$ cat config.mk
export PLATFORM = sky130hd
export DESIGN_NAME = fetch_unit
export DESIGN_NICKNAME = d
export VERILOG_FILES = /design/src/rtl/fetch_unit.sv
export SDC_FILE = /design/constraint.sdc
export NUM_CORES = 1
export LEC_CHECK = 0
export ABC_AREA = 1
export ABC_CLOCK_PERIOD_IN_PS = 1800
export BUFFER_PORTS_ARGS = -buffer_cell sky130_fd_sc_hd__buf_2
export CELL_PAD_IN_SITES_DETAIL_PLACEMENT = 1
export CELL_PAD_IN_SITES_GLOBAL_PLACEMENT = 1
export CORE_MARGIN = 4
export CORE_UTILIZATION = 28
export DETAILED_ROUTE_END_ITERATION = 12
export PLACE_DENSITY = 0.78
export REMOVE_ABC_BUFFERS = 1
export SYNTH_ARGS = -nofsm -noshare
export SYNTH_HDL_FRONTEND = slang
export SYNTH_SLANG_ARGS = --single-unit
export TNS_END_PERCENT = 1
$ cat constraint.sdc
create_clock -name clk -period 1.8 [get_ports clk]
set_input_delay 0.27 -clock clk [delete_from_list [all_inputs] [get_ports clk]]
set_output_delay 0.27 -clock clk [all_outputs]
set_load 0.005 [all_outputs]
$ cat src/rtl/fetch_unit.sv
// Fetch stage: sequences the word-addressed program counter into the
// instruction memory and pairs the memory's registered output with its PC.
// Supports hazard stall and zero-bubble branch/jump redirect.
module fetch_unit #(
  parameter int unsigned ADDR_W     = 11,
  parameter int unsigned INSTR_W    = 32,
  parameter int unsigned IMEM_DEPTH = 40,
  parameter int unsigned RESET_PC   = 0
) (
  input  logic               clk,
  input  logic               rst,
  input  logic               stall,
  input  logic               redirect_valid,
  input  logic [ADDR_W-1:0]  redirect_pc,
  output logic [ADDR_W-1:0]  imem_addr,
  input  logic [INSTR_W-1:0] imem_instr,
  output logic [ADDR_W-1:0]  if_pc,
  output logic [INSTR_W-1:0] if_instr,
  output logic               if_valid,
  output logic               if_oob
);

  localparam logic [ADDR_W-1:0] RESET_PC_W = ADDR_W'(RESET_PC);
  localparam logic [ADDR_W-1:0] PC_STEP    = ADDR_W'(1);

  // fetch_pc: next address to request.
  // head_pc:  address requested at the previous edge; its data is on imem_instr now.
  // head_v:   head_pc refers to a real request (cleared by reset).
  logic [ADDR_W-1:0] fetch_pc_q, fetch_pc_d;
  logic [ADDR_W-1:0] head_pc_q,  head_pc_d;
  logic              head_v_q,   head_v_d;

  // Next-state and memory address: redirect beats stall beats sequential fetch.
  always_comb begin
    // NOTE: every signal assigned here gets a default first so no path
    // leaves it unassigned, which would otherwise infer a latch.
    fetch_pc_d = fetch_pc_q;
    head_pc_d  = head_pc_q;
    head_v_d   = head_v_q;
    imem_addr  = fetch_pc_q;
    if (redirect_valid) begin
      imem_addr  = redirect_pc;
      head_pc_d  = redirect_pc;
      head_v_d   = 1'b1;
      fetch_pc_d = redirect_pc + PC_STEP;
    end else if (stall) begin
      // Re-read the in-flight address so imem_instr stays aligned with head_pc.
      imem_addr = head_pc_q;
    end else begin
      head_pc_d  = fetch_pc_q;
      head_v_d   = 1'b1;
      fetch_pc_d = fetch_pc_q + PC_STEP;
    end
  end

  // State registers with synchronous reset; reset overrides stall and redirect.
  always_ff @(posedge clk) begin
    // NOTE: non-blocking assignments so every flop samples the pre-edge
    // values, independent of statement order.
    if (rst) begin
      fetch_pc_q <= RESET_PC_W;
      head_pc_q  <= RESET_PC_W;
      head_v_q   <= 1'b0;
    end else begin
      fetch_pc_q <= fetch_pc_d;
      head_pc_q  <= head_pc_d;
      head_v_q   <= head_v_d;
    end
  end

  // Decode-facing outputs; a redirect squashes the (wrong-path) head in the same cycle.
  always_comb begin
    if_pc    = head_pc_q;
    if_instr = imem_instr;
    if_oob   = head_v_q & (32'(head_pc_q) >= IMEM_DEPTH) & ~rst;
    if_valid = head_v_q & ~if_oob & ~redirect_valid & ~rst;
  end

endmodule

# Word-level counts from Yosys, hierarchy flattened
# Index checks and enable logic that the tools add are counted.
# op_classes
addsub	2
magnitude_cmp	1
n_eq_ne	1
mux	6
bitwise	8
# ops
operator	n
2-to-1 mux 11 bit	4
adder 11 x 1 -> 11 bit (second input constant)	2
greater-or-equal comparator 11 x 6 -> 1 bit (second input constant)	1
bitwise AND 1 bit	5
NOT 1 bit	3
2-to-1 mux 1 bit	2
inequality test 2 x 1 -> 1 bit (second input constant)	1
# totals
regBits	23
in_bits	47

# Longest topological paths before layout
# Gate-level depths: netlist (run 1).
# logic_depth
depth_word	7
mapped_depth	11
ltp_nobuf	10

# Worst setup path before layout (run 1)
# No wires, ideal clock.
# synth_timing
kind	input port to flip-flop
startpoint	input redirect_valid
endpoint	register fetch_pc_q[10]
setup_time_ps	131
arrival_time_ps	1244
required_ps	1669
setup_slack_ps	426
cell_stages	10
path_buffers	1
path_cell_list	buf_6 inv_6 nand2_1 nand2_2 ha_1 nand2_2 nor2_4 nand3_1 nand3_2 a21oi_2
# synth_between
elab_chain_cells	1
# synth_rtl
element	line_no	rtl
start, declared	13	input logic redirect_valid,
inequality test 2 x 1 -> 1 bit (no line) or 2-to-1 mux 11 bit (tied branches)	n/a	
end signal, assigned	65	fetch_pc_q <= fetch_pc_d;
end, declared	29	logic [ADDR_W-1:0] fetch_pc_q, fetch_pc_d;
# Several ways; a longest one is shown, not always the timed one.
# A chain may end at the register's enable or synchronous reset.

# Worst setup path after layout (run 1)
# layout_timing
startpoint	register head_pc_q[4] (netlist: if_pc[4])
endpoint	output if_valid
# layout_between
elab_chain_cells	7
# layout_rtl
element	line_no	rtl
start, declared	30	logic [ADDR_W-1:0] head_pc_q, head_pc_d;
start signal, assigned	66	head_pc_q <= head_pc_d;
greater-or-equal comparator 11 x 6 -> 1 bit	75	if_oob = head_v_q & (32'(head_pc_q) >= IMEM_DEPTH) & ~rst;
bitwise AND 1 bit (2 in series)	75	
NOT 1 bit	76	if_valid = head_v_q & ~if_oob & ~redirect_valid & ~rst;
bitwise AND 1 bit (3 in series)	76	
end, declared	19	output logic if_valid,
# Every way passes these cells.

==> results by group, run 1 <==
Clock tree
  – Clock slew at reported path FFs: 0.08 ns
  – H-tree depth: 1
  – Post-CTS Hold Buffers: 0
  – Clk sinks: 23
  – Max Buffers Root-to-Sink: 2
  – Setup Fix Bufs, Post-CTS: 0
  – Clock insertion delay at the later pin of the skew report: 0.27 ns
  – Root Buffer: clkbuf_8
  – CTS tree: done
  – Total CTS buffers: 3

Worst setup path
  – CP arrival: 1.35 ns
  – Worst r2r dst: fetch_pc_q[10]
  – CP max FO: 3
  – Flop-to-flop setup slack: 0.45 ns
  – Critical path required time: 1.53 ns
  – Crit Reg-Reg Startpoint: fetch_pc_q[0]
  – Critical Path End Type: output port
  – Crit path launch: if_pc[4]
  – Crit-path cells: nor2_1 -> inv_1 -> a21oi_1 -> nand3_1 -> nor3_1 -> buf_2
  – Critical path class: reg -> out
  – Type of origin of the critical path: register
  – CP peak stage delay: 0.34 ns
  – Slowest CP cell: dfxtp_1
  – Reg2Reg Depth: 9

GRT
  – Vias in the first global route: 1379
  – Initial antenna violation count: 0
  – Total track usage: 15.7%
  – Global-route wire length before repair: 7.73 mm
  – Largest net degree at the start of global routing: 15
  – Total global routing overflow: 0

Run
  – Max Cap Viol: 0

Detailed routing
  – Post-Route WL: 5.04 mm
  – DRC viols: 0
  – Detail Route Antenna Nets: 0
  – Pre-Repair DR Iteration Count: 4
  – Vias per std cell: 4.66
  – Via count: 1397
  – Per-cell routed wire length: 16.8 µm
  – DRT iter0 DRCs: 54

Die
  – Die Wd: 82.8 µm
  – Core area: 0.00527 mm²
  – Die H: 82.8 µm
  – Initial Utilization: 29.7%
  – Die Footprint: 0.00685 mm²
  – FP Rows: 26
  – I/O pins: 103

Worst hold path
  – Hold EP: if_pc[9]
  – HP Class: in -> reg
  – Worst Hold Depth: 3
  – Min-delay src: redirect_pc[9]

Timing
  – Worst Skew: 0.00216 ns
  – Fin. max-slew vios: 0
  – Fin crit share: 90.0%
  – Slew @ Worst Pin: 0.246 ns
  – Unrepaired setup endpoints after global routing: false
  – Setup tns final: 0 ns
  – Setup violations, final: 0
  – Slew headroom: 83.4%
  – Min Tclk post-route: 1.62 ns
  – Final hold violation count: 0
  – Fmax: 617 MHz

Placed design
  – DP HPWL: 3.99 mm
  – IO buf count: 38
  – Routability cong.: 0.849
  – Placement Cell Area: 0.00161 mm²
  – Post-Place Cells: 296

Yosys
  – Syn Std Cell Area: 0.00157 mm²
  – Synth unique cells: 25
  – Avg Cell Area, Syn: 7.15 µm²
  – Ys Warns: 0
  – Synthesis-stage register bit count: 23
  – Sequential cell area fraction in the yosys report: 29.4%
  – Syn Inst Count: 219

Power and ir drop
  – Total Power: 0.00118 W
  – Max VDD drop: 0.000287 V
  – Pwr Density: 713 mW/mm²
  – Leakage power: 0.846 nW

Layout
  – Commonest non-fill, non-tap cell in the layout: nand2_1
  – Commonest non-fill, non-tap cells in the layout: nand2_1, buf_2, dfxtp_1, a21oi_1, o21ai_0
  – Area delta synth->final: 5.60%
  – Filler cells: 688
  – Final std cells w/o fill: 300
  – Layout cells sized above 1: 30.4%
  – Nets: 279
  – Final Util: 31.4%
  – Antenna diodes: 0
  – Final Cell Area: 0.00165 mm²

Status
  – Run status: finished clean
cell type report:
| cell class | count | area (µm²) | area share [%] |
|---|---|---|---|
| multi-input cells | 142 | 749 | 45.3 |
| flip-flops and latches | 23 | 460 | 27.9 |
| repair buffers | 45 | 245 | 14.8 |
| well taps | 70 | 87.6 | 5.30 |
| inverters | 16 | 65.1 | 3.94 |
| clock buffers | 4 | 45.0 | 2.73 |
worst max path at each step:
stage	cells after the start	endpoint	slack (ns)
finish	6	if_valid	0.18
global route	6	if_valid	0.08
CTS	8	imem_addr[6]	0.12
detailed placement	10	fetch_pc_q[10]	0.03
global placement	10	fetch_pc_q[10]	0.12
floorplan	6	imem_addr[0]	0.46
critical path: cells and delay by family (launching register included):
family / cells / cell delay, ns
AOI/OAI and AO/OA: 1 / 0.21
DFF: 1 / 0.34
and+or+nand+nor: 3 / 0.35
buffers and inverters: 2 / 0.19
registers in the layout, summed over array words and instances (netlist names):
name,flops
if_pc,11
fetch_pc_q,11
head_v_q,1
logic make-up (layout without fill, tap and decap cells):
family,after synthesis,after routing,synth area share [%]
flops,23,23,29.4
simple gates,92,92,29.4
buf+inv,54,65,22.7
compound gates,47,47,16.5
fa+ha+maj,1,1,0.799
xor+xnor,2,2,1.12
Yosys cell counts (all sizes together):
master  count  area share, %
nand3      11            4.5
inv        16            4.2
xor2        2            1.1
a31oi       1           0.40
a21oi      20            6.6
o21ai      22            7.8
dfxtp      23             29
nor2       13            5.0
clkbuf      3           0.72
o22ai       2           0.80
o21bai      2           0.96
buf        35             18
nand2      67             20
nor3        1           0.32
ha          1           0.80
per-stage QoR:
stage / worst slack [ns] / hold slack (ns)
after floorplan: 0.460 / 0.332
after global placement: 0.119 / 0.457
after detailed placement: 0.0332 / 0.460
after CTS: 0.125 / 0.275
after global routing: 0.0764 / 0.290
final: 0.180 / 0.281
where the power goes:
part / leakage (nW) / internal, W / switching, W
Sequential: 0.190 / 0.000546 / 0.0000173
Clock: 0.0228 / 0.000159 / 0.000177
Combinational: 0.633 / 0.000111 / 0.000168
Total: 0.846 / 0.000815 / 0.000362
per-layer routing:
metal / part of all wire (%) / routed length [µm] / track usage [%] / up-vias
li1: - / - / - / 695
met1: 45 / 2290 / 20.1 / 628
met2: 39 / 1990 / 21.5 / 69
met3: 15 / 739 / 11.5 / 5
met4: 0.50 / 25 / 2.45 / 0
met5: 0 / 0 / 0 / -
timing repair:
| item | 4_1_cts | 5_1_grt |
|---|---|---|
| endpoints found under the setup margin | 0 | 1 |
| hold endpoints to repair | 0 | 0 |
| resized for setup | 0 | 1 |
No activity file was read; power rests on OpenSTA's default activity.
==> run 2, diff against run 1 <==
Settings changed: ABC_AREA 1 to 0, CORE_UTILIZATION 28 to 30, TNS_END_PERCENT 1 to 50.
==> run 2 against run 1 <==
  * Via count fell by 0.14%
  * Cell area rose by 9.3%
  * Non-clock buffer count rose by 7
  * Clock power rose by 3%
  * Largest cell class unchanged
  * Largest power group unchanged
==> results by group, run 2 <==
Power and ir drop
  – Pwr Density: 661 mW/mm² (was 713 mW/mm²)
  – Max VDD drop: 0.000290 V (was 0.000287 V)
  – Total Power: 0.00119 W (was 0.00118 W)
  – Leakage power: 0.809 nW (was 0.846 nW)

Yosys
  – Count leader, synth: buf_4 (was nand2_1)
  – Synth unique cells: 37 (was 25)
  – Syn Std Cell Area: 0.00166 mm² (was 0.00157 mm²)
  – Synthesis-stage register bit count: 23 (unchanged)
  – Post-synth top area share: 27.8% (was 29.4%)
  – EDFF count, synth: 0 (unchanged)
  – Avg Cell Area, Syn: 8.46 µm² (was 7.15 µm²)
  – Async SR Flop Fraction: 0% (unchanged)
  – Top cells by area, synth: dfxtp_1, buf_4, mux2i_1, xor2_1, nor2b_1 (was dfxtp_1, buf_4, nand2_1, a21oi_1, o21ai_0)
  – Area leader, netlist: dfxtp_1 (unchanged)
  – Ys Warns: 0 (unchanged)
  – Post-synth top cells: buf_4, dfxtp_1, nand2_1 (was nand2_1, buf_4, dfxtp_1)
  – Commonest register cell after synthesis: dfxtp_1 (unchanged)
  – Sequential cell area fraction in the yosys report: 27.8% (was 29.4%)
  – Syn Inst Count: 196 (was 219)

Timing
  – Setup tns final: 0 ns (unchanged)
  – Fin crit share: 95.2% (was 90.0%)
  – Worst Skew: 0.00440 ns (was 0.00216 ns)
  – Slew headroom: 72.8% (was 83.4%)
  – Setup violations, final: 0 (unchanged)
  – Final WS setup: 0.0861 ns (was 0.180 ns)
  – Fmax: 583 MHz (was 617 MHz)
  – Final hold violation count: 0 (unchanged)
  – Unrepaired setup endpoints after global routing: false (unchanged)
  – Fin. max-slew vios: 0 (unchanged)
  – Min Tclk post-route: 1.71 ns (was 1.62 ns)
  – Slew @ Worst Pin: 0.408 ns (was 0.246 ns)

Clock tree
  – Clock slew at reported path FFs: 0.09 ns (was 0.08 ns)
  – CTS tree: done (unchanged)
  – H-tree depth: 1 (unchanged)
  – Clock insertion delay at the later pin of the skew report: 0.27 ns (about the same)
  – Max Buffers Root-to-Sink: 2 (unchanged)
  – Root Buffer: clkbuf_8 (unchanged)
  – Setup Fix Bufs, Post-CTS: 0 (unchanged)
  – Clk sinks: 23 (unchanged)
  – Total CTS buffers: 3 (unchanged)

GRT
  – Global-route wire length before repair: 7.91 mm (was 7.73 mm)
  – Total track usage: 16.0% (was 15.7%)
  – Largest net degree at the start of global routing: 26 (was 15)
  – Total global routing overflow: 0 (unchanged)
  – Initial antenna violation count: 0 (unchanged)
  – Vias in the first global route: 1434 (was 1379)

Worst setup path
  – Type of origin of the critical path: input pin (was register)
  – Critical path required time: 1.53 ns (about the same)
  – CP max FO: 12 (was 3)
  – Critical path class: in -> out (was reg -> out)
  – Critical Path End Type: output port (unchanged)
  – CP arrival: 1.44 ns (was 1.35 ns)
  – Flop-to-flop setup slack: 0.16 ns (was 0.45 ns)

Layout
  – Layout cells sized above 1: 30.5% (was 30.4%)
  – Area delta synth->final: 8.90% (was 5.60%)
  – Antenna diodes: 0 (unchanged)
  – Final Cell Area: 0.00181 mm² (was 0.00165 mm²)
  – Nets: 259 (was 279)
  – Commonest non-fill, non-tap cell in the layout: buf_2 (was nand2_1)
  – Commonest non-fill, non-tap cells in the layout: buf_2, dfxtp_1, nand2_1, buf_4 (was nand2_1, buf_2, dfxtp_1, a21oi_1, o21ai_0)

Die
  – Die Wd: 82.4 µm (was 82.8 µm)
  – Initial Utilization: 31.7% (was 29.7%)
  – Die H: 82.4 µm (was 82.8 µm)
  – I/O pins: 103 (unchanged)
  – Core area: 0.00524 mm² (was 0.00527 mm²)
  – FP Rows: 26 (unchanged)
  – Die Footprint: 0.00678 mm² (was 0.00685 mm²)

Detailed routing
  – Per-cell routed wire length: 18.6 µm (was 16.8 µm)
  – Vias per std cell: 4.98 (was 4.66)
  – DRT iter0 DRCs: 87 (was 54)
  – Detail Route Antenna Nets: 0 (unchanged)
  – DRC viols: 0 (unchanged)
  – Via count: 1395 (was 1397)
  – Post-Route WL: 5.21 mm (was 5.04 mm)
  – Pre-Repair DR Iteration Count: 4 (unchanged)

Placed design
  – Pre-CTS WS: -0.0209 ns (was 0.0332 ns)
  – DP HPWL: 4.13 mm (was 3.99 mm)
  – Routability cong.: 0.875 (was 0.849)
  – IO buf count: 38 (unchanged)
  – Placement Cell Area: 0.00175 mm² (was 0.00161 mm²)

Run
  – Max Cap Viol: 0 (unchanged)

Status
  – Run status: finished clean (unchanged)

Worst hold path
  – HP Class: in -> reg (unchanged)
==> run 2: layer usage <==
layer,global-route usage (%),share of wire (%)
met5,6.67,0.61
met1,20.1,45
met4,4.49,0.65
met3,9.65,12
met2,22.0,42
==> run 2: kinds of logic after synthesis <==
| kind of cell | after synthesis | synth area share [%] |
|---|---|---|
| DFF | 23 | 27.8 |
| and+or+nand+nor | 66 | 22.8 |
| muxes | 13 | 7.99 |
| adders and majority gates | 1 | 0.754 |
| xor gates and xnor gates | 17 | 8.97 |
| AOI/OAI and AO/OA | 32 | 13.7 |
| buffers and inverters | 44 | 18.1 |
==> run 2: cell type report <==
type / instances / area [µm²]
clock buffer: 4 / 45.0
fill: 649 / 3430
multi-input combinational: 129 / 911
timing repair buffer: 52 / 295
sequential: 23 / 460
inverter: 2 / 7.51
tap: 70 / 87.6
==> run 2: repair_timing <==
item                       CTS  global route
setup endpoints to repair    1             1
resized for setup            2             0
hold buffers                 0             0
pin swaps                    0             3
==> run 2: power by group <==
part	internal (W)	total, W	leakage (nW)	switching, W
registers	0.000544	0.000576	0.190	0.0000322
logic	0.000132	0.000272	0.596	0.000141
clock network	0.000159	0.000345	0.0228	0.000186
==> run 2: path summary, 6_finish.rpt <==
check              endpoint       startpoint  cells past startpoint
max                if_valid   redirect_valid                      6
min          fetch_pc_q[10]  redirect_pc[10]                      3
max reg2reg   fetch_pc_q[7]    fetch_pc_q[4]                      5
min reg2reg        head_v_q         head_v_q                      2
==> run 2: per-stage QoR <==
step	instances	hold slack, ns	utilization, %
6_report	280	0.325	34.5
5_1_grt	280	0.350	34.5
4_1_cts	280	0.327	34.5
3_5_place_dp	276	0.475	33.4
3_3_place_gp	276	0.465	33.4
2_1_floorplan	154	0.335	-
==> run 2: worst max-delay path, stage by stage <==
cell and delay [ns]:
buf_2 0.13, buf_4 0.15, buf_4 0.18, or2_2 0.33, nor4b_2 0.24, buf_2 0.15
==> run 3, diff against run 2 <==
Settings changed: ABC_CLOCK_PERIOD_IN_PS 1800 to 1950.
Clock period 1.8 ns to 1.95 ns, I/O delays scaled along.
==> run 3 against run 2 <==
  * Clock-buffer cell count decreased by 1
  * Via count decreased by 3.7%
  * Clock power decreased by 7.8%
  * Global-route usage decreased by 0.82 points
  * Utilization decreased by 0.79 points
  * Critical endpoint unchanged
  * Largest cell class unchanged
  * Highest routed layer unchanged
==> results by group, run 3 (same netlist as run 2, synthesis figures left out) <==
Power and ir drop
  – Pwr Density: 616 mW/mm² (was 661 mW/mm²)
  – Leakage power: 0.777 nW (was 0.809 nW)
  – Max VDD drop: 0.000242 V (was 0.000290 V)
  – Total Power: 0.00109 W (was 0.00119 W)

Layout
  – Nets: 252 (was 259)
  – Commonest non-fill, non-tap cells in the layout: buf_2, dfxtp_1, nand2_1, o21ai_0, nor2b_1 (was buf_2, dfxtp_1, nand2_1, buf_4)
  – Layout cells sized above 1: 28.6% (was 30.5%)
  – Area delta synth->final: 6.41% (was 8.90%)
  – Commonest non-fill, non-tap cell in the layout: buf_2 (unchanged)
  – Antenna diodes: 0 (unchanged)
  – Final Util: 33.7% (was 34.5%)

Worst setup path
  – Crit-path cells: nor4_2 -> nand2_1 -> nor4b_1 -> buf_2 (was buf_2 -> buf_4 -> buf_4 -> or2_2 -> nor4b_2 -> buf_2)
  – CP arrival: 1.48 ns (was 1.44 ns)
  – CP peak stage delay: 0.34 ns (was 0.33 ns)
  – Slowest CP cell: dfxtp_1 (was or2_2)
  – Critical Path End Type: output port (unchanged)
  – Critical path required time: 1.66 ns (was 1.53 ns)
  – CP max FO: 3 (was 12)
  – Type of origin of the critical path: register (was input pin)
  – Critical path class: reg -> out (was in -> out)

Die
  – Die H: 82.4 µm (unchanged)
  – I/O pins: 103 (unchanged)
  – Die Wd: 82.4 µm (unchanged)
  – Initial Utilization: 31.7% (unchanged)
  – FP Rows: 26 (unchanged)
  – Core area: 0.00524 mm² (unchanged)
  – Die Footprint: 0.00678 mm² (unchanged)

Detailed routing
  – Post-Route WL: 4.88 mm (was 5.21 mm)
  – Via count: 1343 (was 1395)
  – Per-cell routed wire length: 17.9 µm (was 18.6 µm)
  – Vias per std cell: 4.92 (was 4.98)
  – DRT iter0 DRCs: 84 (was 87)
  – Detail Route Antenna Nets: 0 (unchanged)
  – Pre-Repair DR Iteration Count: 4 (unchanged)
  – DRC viols: 0 (unchanged)

Clock tree
  – Clk sinks: 23 (unchanged)
  – Clock slew at reported path FFs: 0.08 ns (was 0.09 ns)
  – H-tree depth: 1 (unchanged)
  – Total CTS buffers: 3 (unchanged)
  – CTS tree: done (unchanged)
  – Resized cells post-CTS: 0 (was 2)
  – Root Buffer: clkbuf_8 (unchanged)
  – Post-CTS Hold Buffers: 0 (unchanged)
  – Setup Fix Bufs, Post-CTS: 0 (unchanged)
  – Clock insertion delay at the later pin of the skew report: 0.28 ns (was 0.27 ns)
  – Max Buffers Root-to-Sink: 2 (unchanged)

GRT
  – Initial antenna violation count: 0 (unchanged)
  – Vias in the first global route: 1429 (was 1434)
  – Global-route wire length before repair: 7.58 mm (was 7.91 mm)
  – Total track usage: 15.2% (was 16.0%)
  – Largest net degree at the start of global routing: 30 (was 26)
  – Total global routing overflow: 0 (unchanged)

Placed design
  – Routability cong.: 0.815 (was 0.875)
  – DP HPWL: 3.89 mm (was 4.13 mm)
  – IO buf count: 38 (unchanged)
  – Pre-CTS WS: 0.0605 ns (was -0.0209 ns)

Timing
  – Final hold violation count: 0 (unchanged)
  – Min Tclk post-route: 1.78 ns
  – Slew @ Worst Pin: 0.487 ns (was 0.408 ns)
  – Fin. max-slew vios: 0 (unchanged)
  – Worst Skew: 0.0157 ns (was 0.00440 ns)
  – Setup tns final: 0 ns (unchanged)
  – Fmax: 563 MHz
  – Slew headroom: 67.6% (was 72.8%)
  – Fin crit share: 91.1%
  – Setup violations, final: 0 (unchanged)
  – Final WS setup: 0.173 ns (was 0.0861 ns)
  – Unrepaired setup endpoints after global routing: false (unchanged)

Run
  – Max Cap Viol: 0 (unchanged)

Status
  – Run status: finished clean (unchanged)

Worst hold path
  – HP Class: in -> reg (unchanged)
run 3: area by class of cell:
cell class	instances	area (µm²)
clock buffers	3	41.3
clock inverters	1	7.51
fillers	634	3470
inverters	2	7.51
multi-input cells	129	905
flip-flops and latches	23	462
well taps	70	87.6
repair buffers	45	255
run 3: stage by stage:
stage | cell area (µm²) | hold slack (ns) | instances
3_5_place_dp | 1710 | 0.475 | 269
3_3_place_gp | 1710 | 0.465 | 269
5_1_grt | 1770 | 0.379 | 273
4_1_cts | 1760 | 0.363 | 273
2_1_floorplan | 1370 | 0.357 | 154
6_report | 1770 | 0.364 | 273
run 3: worst paths after layout:
check | start | to | slack, ns | cells after the start
max reg2reg | fetch_pc_q[1] | fetch_pc_q[8] | 0.23 | 9
min | redirect_pc[10] | fetch_pc_q[10] | 0.36 | 3
min reg2reg | head_v_q | head_v_q | 0.49 | 2
max | if_pc[9] | if_valid | 0.17 | 4
run 3: per-layer routing:
metal  GRT usage (%)  up-vias  wire length [µm]
met1            19.8      628              2250
met3            10.2        4               598
met2            19.6       56              1970
li1                -      653                 -
met4            3.49        2                17
met5            6.67        -                32
run 3: critical path, delay by kind of cell, from the launching register on:
kind | cells | cell delay, ns
and+or+nand+nor | 3 | 0.72
DFF | 1 | 0.34
buffers and inverters | 1 | 0.17
run 3: power by group:
| part | internal [W] | switching (W) |
|---|---|---|
| sequential | 0.000503 | 0.0000331 |
| clock | 0.000145 | 0.000173 |
| combinational | 0.000114 | 0.000120 |
| total | 0.000762 | 0.000326 |
